### config.mk
export PLATFORM = sky130hd
export DESIGN_NAME = rr_arbiter
export DESIGN_NICKNAME = d
export VERILOG_FILES = /design/src/rtl/rr_arb_pkg.sv /design/src/rtl/rr_arbiter_prio_pick.sv /design/src/rtl/rr_arbiter.sv
export SDC_FILE = /design/constraint.sdc
export NUM_CORES = 1
export LEC_CHECK = 0
export ABC_AREA = 1
export CORE_ASPECT_RATIO = 1.2
export CORE_MARGIN = 4
export CORE_UTILIZATION = 38
export CTS_CLUSTER_SIZE = 28
export DETAILED_ROUTE_END_ITERATION = 8
export PLACE_DENSITY_LB_ADDON = 0.12
export SYNTH_ARGS = -nofsm -noshare
export SYNTH_HDL_FRONTEND = slang
export SYNTH_SLANG_ARGS = --single-unit
### constraint.sdc
create_clock -name clk -period 3.74 [get_ports clk]
set_input_delay 0.561 -clock clk [delete_from_list [all_inputs] [get_ports clk]]
set_output_delay 0.561 -clock clk [all_outputs]
set_load 0.02 [all_outputs]
### src/rtl/rr_arb_pkg.sv
// Shared types, default parameters and the one-hot to index helper for rr_arbiter.
package rr_arb_pkg;

  typedef enum logic {
    IDLE = 1'b0,
    BUSY = 1'b1
  } arb_state_t;

  localparam int unsigned N_REQ_DEF    = 4;
  localparam int unsigned MAX_HOLD_DEF = 16;

  // Sized for the largest supported requester count (16); callers cast down to ID_W.
  function automatic logic [3:0] onehot_to_idx(input logic [15:0] oh);
    logic [3:0] idx;
    idx = 4'd0;
    for (int i = 0; i < 16; i++) begin
      if (oh[i]) idx = idx | 4'(i);
    end
    return idx;
  endfunction

endpackage

### src/rtl/rr_arbiter_prio_pick.sv
// Rotating-priority pick: rotate req by ptr, take lowest set bit, rotate back and encode.
module rr_prio_pick
  import rr_arb_pkg::*;
#(
  parameter int unsigned N_REQ = N_REQ_DEF,
  parameter int unsigned ID_W  = $clog2(N_REQ)
) (
  input  logic [N_REQ-1:0] req,
  input  logic [ID_W-1:0]  ptr,
  output logic [N_REQ-1:0] winner,
  output logic [ID_W-1:0]  winner_id,
  output logic             any
);

  logic [N_REQ-1:0] rot;
  logic [N_REQ-1:0] pick;

  always_comb begin
    rot    = '0;
    pick   = '0;
    winner = '0;
    // Bit i of rot is requester (ptr + i) mod N_REQ, so bit 0 has top priority.
    for (int unsigned i = 0; i < N_REQ; i++) begin
      rot[i] = req[(i + int'(ptr)) % N_REQ];
    end
    pick = rot & (~rot + N_REQ'(1));
    for (int unsigned j = 0; j < N_REQ; j++) begin
      winner[j] = pick[(j + N_REQ - int'(ptr)) % N_REQ];
    end
  end

  assign winner_id = ID_W'(onehot_to_idx(16'(winner)));
  assign any       = |req;

endmodule

### src/rtl/rr_arbiter.sv
// Round-robin arbiter with grant lock until release.
// Optional grant-length limit enabled by defining RR_ARB_TIMEOUT_EN.
module rr_arbiter
  import rr_arb_pkg::*;
#(
  parameter int unsigned N_REQ    = N_REQ_DEF,
  parameter int unsigned ID_W     = $clog2(N_REQ),
  parameter int unsigned MAX_HOLD = MAX_HOLD_DEF
) (
  input  logic             clk,
  input  logic             rst_n,
  input  logic [N_REQ-1:0] req,
  output logic [N_REQ-1:0] gnt,
  output logic [ID_W-1:0]  gnt_id,
  output logic             gnt_valid,
  output logic             timeout
);

  if (N_REQ < 2 || N_REQ > 16) begin : g_bad_n_req
    $error("rr_arbiter: N_REQ must be in 2..16");
  end
  if (MAX_HOLD < 2) begin : g_bad_max_hold
    $error("rr_arbiter: MAX_HOLD must be >= 2");
  end

  arb_state_t       state;
  logic [ID_W-1:0]  ptr;
  logic [N_REQ-1:0] pick_oh;
  logic [ID_W-1:0]  pick_id;
  logic             pick_any;
  logic             owner_req;
  logic [ID_W-1:0]  next_ptr;

  rr_prio_pick #(
    .N_REQ (N_REQ),
    .ID_W  (ID_W)
  ) u_pick (
    .req       (req),
    .ptr       (ptr),
    .winner    (pick_oh),
    .winner_id (pick_id),
    .any       (pick_any)
  );

  assign owner_req = |(req & gnt);
  assign next_ptr  = (gnt_id == ID_W'(N_REQ - 1)) ? '0 : gnt_id + ID_W'(1);

`ifdef RR_ARB_TIMEOUT_EN
  localparam int unsigned CNT_W = $clog2(MAX_HOLD);
  logic [CNT_W-1:0] hold_cnt;

  always_ff @(posedge clk) begin
    if (!rst_n) begin
      state     <= IDLE;
      ptr       <= '0;
      gnt       <= '0;
      gnt_id    <= '0;
      gnt_valid <= 1'b0;
      timeout   <= 1'b0;
      hold_cnt  <= '0;
    end else begin
      timeout <= 1'b0;
      case (state)
        IDLE: begin
          if (pick_any) begin
            state     <= BUSY;
            gnt       <= pick_oh;
            gnt_id    <= pick_id;
            gnt_valid <= 1'b1;
            hold_cnt  <= '0;
          end
        end
        BUSY: begin
          // Release takes precedence over expiry on the same edge.
          if (!owner_req || hold_cnt == CNT_W'(MAX_HOLD - 1)) begin
            state     <= IDLE;
            gnt       <= '0;
            gnt_valid <= 1'b0;
            ptr       <= next_ptr;
            timeout   <= owner_req;
          end else begin
            hold_cnt <= hold_cnt + CNT_W'(1);
          end
        end
        default: state <= IDLE;
      endcase
    end
  end
`else
  assign timeout = 1'b0;

  always_ff @(posedge clk) begin
    if (!rst_n) begin
      state     <= IDLE;
      ptr       <= '0;
      gnt       <= '0;
      gnt_id    <= '0;
      gnt_valid <= 1'b0;
    end else begin
      case (state)
        IDLE: begin
          if (pick_any) begin
            state     <= BUSY;
            gnt       <= pick_oh;
            gnt_id    <= pick_id;
            gnt_valid <= 1'b1;
          end
        end
        BUSY: begin
          if (!owner_req) begin
            state     <= IDLE;
            gnt       <= '0;
            gnt_valid <= 1'b0;
            ptr       <= next_ptr;
          end
        end
        default: state <= IDLE;
      endcase
    end
  end
`endif

endmodule

==> impl_metrics.ini, run 1 <==
[run_status]
outcome = finished, final reports clean

[synthesis]
yosysSeqAreaShare_pct = 28.3
syn_area_um2 = 707
synth_xor_area_share_pct = 0
syn_inst = 119
synth_seq_cells = 10
yosys.area_share.simple_pct = 49.6
synth_top_area_share_pct = 28.3
synthAdderAreaFrac_pct = 1.77
ys_warn_count = 0
synthMuxAreaShare_pct = 0
syn_nets = 126
synth_area_per_cell_um2 = 5.94
yosysUniqueCellTypes = 20
synth_top_area_cell = dfxtp_1
synth-compound-area-share_pct = 9.03
ys_top_cells_by_area = dfxtp_1, nand2_1, nand3_1, inv_1, nand2_2
synth_top_family_by_area = simple AND/OR/NAND/NOR gates

[critical_path]
crit_chain = clkdlybuf4s50_1, nor4_1, nor2_1, nor2_1, nand2_1, a21oi_2
r2r_end = gnt[1]
cpPeakStageDelay_ns = 0.49
reg2regPathDepth = 11
crit_path_max_fanout = 7
r2r_start = ptr[0]
worst_setup_path_start_kind = input pin
cpMostUsedCell = nor2_1
arrival_ns = 2.07
crit_path_top_delay_cell = clkdlybuf4s50_1
path_class = in2reg
required_ns = 3.95
end_kind = flip-flop
r2r_setup_slack_ns = 2.02

[drt]
wirelength_mm = 1.65
ant_nets = 0
first_pass_iters = 4
wire_per_inst_um = 11.1
drt_iter0_drc = 22
vias = 732
drc = 0
viasPerCell = 4.91

[clock_network]
cts_buffers = 3
clkSinkCount = 10
post-cts-setup-buffers = 0
cts.hold.buffers_added = 0
ctsHtreeMaxLevel = 1
cts_buffer_depth = 2
cts_tree = yes
worstSkewPairLatency_ns = 0.27
ctsResizeCount = 0
clk_pin_slew_ns = 0.07
cts_root_buf = clkbuf_4

[global_route]
grt_overflow = 0
grt_use_total_pct = 14.6
grt_pass1_vias = 677
antenna_found_initial = 0
grt_max_degree = 12
grt_pass1_wl_mm = 2.85

[min_path]
hold_start = gnt_valid
holdPathStages = 2
hp-class = reg2reg
hold_end = gnt_valid

[timing]
period_needed_ns = 1.85
slew_viol_final = 0
setup_violations = 0
fin_worst_skew_ns = 0.00376
final.period_utilization_pct = 49.6
hold_viol = 0
worst_slack_ns = 1.89
grt_setup_unrepaired = false
fmax_ghz = 0.539
fin_setup_tns_ns = 0

[pwr]
vdd_drop_max_mv = 0.301
p_leak_nw = 0.421
power_density_mw_per_mm2 = 860
finalPower_mw = 0.735

[finish]
fin_nets = 139
n_antenna_cell = 0
seq_area_um2 = 200
fillers = 176
drive_gt1_share_pct = 10.7
area_growth_pct = 20.9
fin_area_um2 = 855
multi_input_area_um2 = 430

[place]
io_buffers = 12
place_area_um2 = 818
gp_congestion = 0.877
dp_worst_setup_slack_ns = 1.62
hpwl_mm = 1.29

[die]
core_area_mm2 = 0.00170
start_util_pct = 41.5
die_h_um = 55.3
die_x_um = 47.4
design.portCount = 14
die-area_mm2 = 0.00262
rows = 16

[flow_run]
drv_cap = 0
layout by cell type (no fill, tap or decap), drive strengths merged:
cell type,instances
ha,1
nor4,1
a21oi,8
nand3,18
nor3,1
conb,1
o21ai,4
clkdlybuf4s50,12
and2,1
nand4,1
nor2,5
inv,12
nand2,52
clkbuf,4
dfxtp,10
area by class of cell:
| cell class | instances | share of cell area, % |
|---|---|---|
| Clock buffer | 4 | 4.25 |
| Sequential cell | 10 | 23.4 |
| Inverter | 12 | 5.27 |
| Timing Repair Buffer | 12 | 14.1 |
| Multi-Input combinational cell | 93 | 50.4 |
| Tap cell | 18 | 2.64 |
flip-flops by register name, summed over array words and instances (netlist names):
register / flops
state: 1
gnt: 4
gnt_valid: 1
ptr: 2
gnt_id: 2
Yosys cell counts (all sizes together):
| cell type | count |
|---|---|
| nor2 | 5 |
| o21ai | 4 |
| and2 | 1 |
| inv | 12 |
| dfxtp | 10 |
| nand3 | 18 |
| nor4 | 1 |
| nor3 | 1 |
| nand4 | 1 |
| ha | 1 |
| a21oi | 8 |
| buf | 4 |
| conb | 1 |
| nand2 | 52 |
power breakdown:
| part | total [mW] | internal, mW | switching (mW) |
|---|---|---|---|
| Combinational | 0.442 | 0.170 | 0.272 |
| Clock | 0.0996 | 0.0592 | 0.0404 |
| Sequential | 0.193 | 0.147 | 0.0461 |
metrics by stage:
stage	util, %	instances	hold slack [ns]
final	50.2	149	0.472
after global routing	50.2	149	0.512
after CTS	50.2	149	0.473
after detailed placement	48.1	145	0.463
after global placement	48.1	145	0.462
after floorplan	-	119	0.443
critical path: cells and delay by family:
family / cells / cell delay (ns)
and+or+nand+nor: 4 / 0.89
buffers and inverters: 1 / 0.49
AOI/OAI and AO/OA: 1 / 0.13
metal layers:
layer  vias up  share of wire [%]  GRT usage (%)
li1        404                  -              -
met3         4                7.0           5.52
met4         0                1.5           7.51
met1       304                 47           19.6
met2        20                 44           19.5
met5         -                  0              0
logic make-up (layout without fill, tap and decap cells):
family,Yosys count,after routing
flip-flops,10,10
buffers and inverters,16,28
other,1,1
AND/OR/NAND/NOR,79,79
adder cells (fa/ha/maj),1,1
AO/OA/AOI/OAI,12,12
worst max path at each step:
stage / startpoint / end / slack [ns] / depth (start not counted)
after global placement: req[1] / gnt[1] / 1.55 / 6
after global routing: req[0] / gnt[2] / 1.74 / 6
after floorplan: req[1] / gnt[1] / 2.26 / 5
after detailed placement: req[0] / gnt_id[1] / 1.62 / 9
final: req[0] / gnt[1] / 1.89 / 6
after CTS: gnt_id[0] / gnt_id[0] / 1.89 / 1
No activity file was read; power rests on OpenSTA's default activity.
==> inputs of run 2 (changes only) <==
Clock period 3.74 ns to 1.89 ns, I/O delays scaled along.
==> run 2 against run 1 <==
Compared with the run above: register-to-register slack lost 1.7 ns; clock skew is essentially flat; via count grew 3.3%; first-iteration DRC count grew 18%; worst setup slack lost 1.6 ns; final area grew 0.15%; sequential share of layout area is essentially flat; critical path type unchanged; largest cell class unchanged.
==> impl_metrics.ini, run 2 (synthesized netlist as in run 1, its figures left out) <==
[run_status]
outcome = finished, final reports clean

[clock_network]
worstSkewPairLatency_ns = 0.26
cts.hold.buffers_added = 0
ctsHtreeMaxLevel = 1
ctsResizeCount = 0
post-cts-setup-buffers = 0
cts_buffers = 3
clkSinkCount = 10
clk_pin_slew_ns = 0.06
cts_root_buf = clkbuf_4
cts_buffer_depth = 2
cts_tree = yes

[critical_path]
end_kind = flip-flop
required_ns = 2.08
r2r_end = gnt[1]
worst_setup_path_start_kind = input pin
r2r_setup_slack_ns = 0.36
reg2regPathDepth = 11
r2r_start = ptr[0]
arrival_ns = 1.78
crit_path_start = req[1]
path_class = in2reg
crit_path_max_fanout = 7

[finish]
fin_nets = 141
area_growth_pct = 21.1
top_register = gnt
drive_gt1_share_pct = 11.4
top_regs = gnt (4), gnt_id (2), ptr (2)
n_antenna_cell = 0
final_cell_mix = nand2_1, nand3_1, clkdlybuf4s50_1, inv_1, dfxtp_1
largest_reg_flops = 4
final_common_cell = nand2_1
stdcell_count = 150

[drt]
first_pass_iters = 4
ant_nets = 0
drt_iter0_drc = 26
vias = 756
drc = 0
wire_per_inst_um = 11.3
viasPerCell = 5.04
wirelength_mm = 1.69

[timing]
holdWs_ns = 0.466
worst_slack_ns = 0.295
period_needed_ns = 1.60
fmax_ghz = 0.627
fin_worst_skew_ns = 0.00396
fin_setup_tns_ns = 0
grt_setup_unrepaired = false
slew_viol_final = 0
setup_violations = 0
final.period_utilization_pct = 84.4
hold_viol = 0

[global_route]
grt_pass1_vias = 661
grt_overflow = 0
grt_use_total_pct = 14.1
grt_pass1_wl_mm = 2.73
grt_max_degree = 12
antenna_found_initial = 0

[place]
hpwl_mm = 1.39
gp_congestion = 0.840
dp_cells = 147
dp_worst_setup_slack_ns = 0.0383
io_buffers = 12

[pwr]
vdd_drop_max_mv = 0.833
power_density_mw_per_mm2 = 1670
p_leak_nw = 0.425

[die]
die_h_um = 55.3
die-area_mm2 = 0.00262
start_util_pct = 41.5
rows = 16
design.portCount = 14
core_area_mm2 = 0.00170
die_x_um = 47.4

[min_path]
hold_start = gnt_valid
hold_end = gnt_valid
holdPathStages = 2
hp-class = reg2reg

[flow_run]
drv_cap = 0
-- run 2: worst max path at each step --
stage               endpoint  slack [ns]  depth (start not counted)
floorplan             gnt[1]        0.53                         11
global placement      gnt[1]        0.06                         11
detailed placement    gnt[0]        0.04                          6
CTS                   gnt[1]        0.30                          6
global route          gnt[1]        0.15                         11
finish                gnt[1]        0.29                          6
-- run 2: worst max-delay path, stage by stage --
cell	delay [ns]
clkdlybuf4s50_1	0.47
nor4_1	0.37
nor2_1	0.18
nor2_1	0.24
nand2_1	0.10
a21oi_2	0.14
-- run 2: metrics by stage --
| stage | area, um2 | util [%] | power (mW) |
|---|---|---|---|
| after CTS | 856 | 50.3 | 1.44 |
| after global routing | 856 | 50.3 | 1.57 |
| after global placement | 833 | 49.0 | 1.29 |
| after floorplan | 707 | - | 1.05 |
| after detailed placement | 833 | 49.0 | 1.30 |
| final | 856 | 50.3 | 1.43 |
-- run 2: where the power goes --
part	switching [mW]	internal (mW)	leakage, nW	total (mW)
sequential	0.0660	0.291	0.0826	0.357
clock	0.0614	0.0729	0.0138	0.134
combinational	0.578	0.357	0.328	0.935
total	0.706	0.721	0.425	1.43
-- run 2: cell type report --
cell class / instances / area [um2]
Multi-Input combinational cell: 93 / 430
Clock buffer: 3 / 22.5
Tap cell: 18 / 22.5
Timing Repair Buffer: 14 / 135
Sequential cell: 10 / 200
Inverter: 12 / 45.0
Fill cell: 183 / 846
-- run 2: metal layers --
metal | track usage, % | up-vias | part of all wire [%] | wire length [um]
li1 | - | 408 | - | -
met1 | 18.3 | 330 | 46 | 783
met2 | 21.5 | 16 | 49 | 827
met3 | 2.27 | 2 | 3.9 | 66
met4 | 7.11 | 0 | 0.89 | 15
met5 | 0 | - | 0 | 0
==> inputs of run 3 (changes only) <==
Clock period 1.89 ns to 1.7 ns, I/O delays scaled along.
==> run 3 against run 2 <==
Compared with the run above: sequential share of layout area decreased by 0.068 points; cell count unchanged; combinational power is 11% higher; clock power grew 11%; worst hold slack did not move; utilization increased by 0.15 points; non-clock buffer count unchanged; flip-flop and latch count unchanged; via count grew 1.9%; critical path type unchanged; critical endpoint unchanged; largest power group unchanged; highest routed layer unchanged.
==> impl_metrics.ini, run 3 (synthesized netlist as in run 1, its figures left out) <==
[finish]
n_antenna_cell = 0
largest_reg_flops = 4
top_register = gnt
multi_input_area_um2 = 433
final_common_cell = nand2_1
fin_util_pct = 50.4
area_growth_pct = 21.4
drive_gt1_share_pct = 12.1
final_cell_mix = nand2_1, nand3_1, clkdlybuf4s50_1, inv_1, dfxtp_1
seq_area_um2 = 200
fillers = 182
fin_nets = 141
top_regs = gnt (4), gnt_id (2), ptr (2)

[clock_network]
worstSkewPairLatency_ns = 0.26
cts_tree = yes
clk_pin_slew_ns = 0.06
cts.hold.buffers_added = 0
ctsHtreeMaxLevel = 1
cts_buffer_depth = 2
clkSinkCount = 10
cts_root_buf = clkbuf_4
cts_buffers = 3

[pwr]
p_seq_share_pct = 25.0
power_density_mw_per_mm2 = 1850
vdd_drop_max_mv = 0.930
p_sw_mw = 0.789
power_frac_clock_pct = 9.4
p_leak_nw = 0.425
switching_share_pct = 49.6
power_frac_comb_pct = 65.6
internal_power_mw = 0.803

[global_route]
grt_max_degree = 12
grt_use_total_pct = 14.1
antenna_found_initial = 0
grt_pass1_vias = 661
grt_overflow = 0
grt_pass1_wl_mm = 2.73

[timing]
final.period_utilization_pct = 92.2
hold_viol = 0
fmax_ghz = 0.638
period_needed_ns = 1.57
fin_worst_skew_ns = 0.00396
grt_setup_unrepaired = false
setup_violations = 0
slew_viol_final = 0
worst_slack_ns = 0.132

[drt]
highest_layer = met4
ant_nets = 0
viasPerCell = 5.13
wirelength_mm = 1.70
drc = 0
drt-met1-wl_um = 786
first_pass_iters = 4
drt_iter0_drc = 28
routed-wl-met3_um = 70
vias = 770
met2_wirelength_um = 826
wire_per_inst_um = 11.3

[place]
io_buffers = 12
hpwl_mm = 1.39
gp_congestion = 0.840
dp_worst_setup_slack_ns = -0.123

[die]
die_x_um = 47.4
start_util_pct = 41.5
design.portCount = 14
die-area_mm2 = 0.00262
rows = 16
core_area_mm2 = 0.00170
die_h_um = 55.3

[critical_path]
required_ns = 1.89
worst_setup_path_start_kind = input pin
arrival_ns = 1.76
crit_chain = clkdlybuf4s50_1, nor4_1, nor2_1, nor2_1, nand2_1, a21oi_2
crit_family = simple AND/OR/NAND/NOR gates
crit_buf_inv = 1
cpMostUsedCell = nor2_1
path_class = in2reg
end_kind = flip-flop
crit_path_top_delay_cell = clkdlybuf4s50_1
crit_path_max_fanout = 7
cpPeakStageDelay_ns = 0.48

[run_status]
outcome = finished, final reports clean

[min_path]
hp-class = reg2reg

[flow_run]
drv_cap = 0
## run 3: cell counts in the layout (fill, tap and decap cells not counted)
Identical to the previous run, type by type.
## run 3: final timing paths
check	to	depth (start not counted)	from	slack [ns]
max	gnt[1]	6	req[0]	0.13
min	gnt_valid	2	gnt_valid	0.47
max reg2reg	gnt[1]	11	ptr[1]	0.17
min reg2reg	gnt_valid	2	gnt_valid	0.47
## run 3: cell type report
cell class                      count  share of cell area (%)
Multi-Input combinational cell     93                    50.4
Clock buffer                        3                    2.62
Tap cell                           18                    2.62
Sequential cell                    10                    23.3
Inverter                           12                    5.25
Timing Repair Buffer               14                    15.7
## run 3: worst min-delay path: stages (launching register included)
cell and delay (ns):
dfxtp_1 0.31, nand2_1 0.06, a21oi_1 0.06
## run 3: power groups by stage
stage / clock network [mW] / logic (mW) / registers [mW]
finish: 0.149 / 1.04 / 0.397
global route: 0.174 / 1.16 / 0.410
CTS: 0.159 / 1.05 / 0.398
detailed placement: 0 / 1.04 / 0.402
global placement: 0 / 1.03 / 0.407
floorplan: 0 / 0.710 / 0.454
## run 3: what timing repair did
item,4_1_cts,5_1_grt
hold endpoints to repair,0,0
buffers inserted,0,0
endpoints found under the setup margin,0,1
resized for setup,0,1
## run 3: stage by stage
step / TNS [ns] / power (mW) / hold slack [ns] / instance area, um2 / std cells
3_3_place_gp: -0.425 / 1.44 / 0.461 / 833 / 147
6_report: 0 / 1.59 / 0.466 / 858 / 150
3_5_place_dp: -0.537 / 1.44 / 0.466 / 833 / 147
4_1_cts: 0 / 1.60 / 0.477 / 856 / 150
2_1_floorplan: 0 / 1.16 / 0.353 / 707 / 119
5_1_grt: 0 / 1.75 / 0.495 / 858 / 150
## run 3: layer usage
layer | global-route usage [%] | up-vias
met2 | 21.5 | 21
met4 | 7.11 | 0
met5 | 0 | -
met3 | 2.27 | 2
met1 | 18.3 | 341
li1 | - | 406
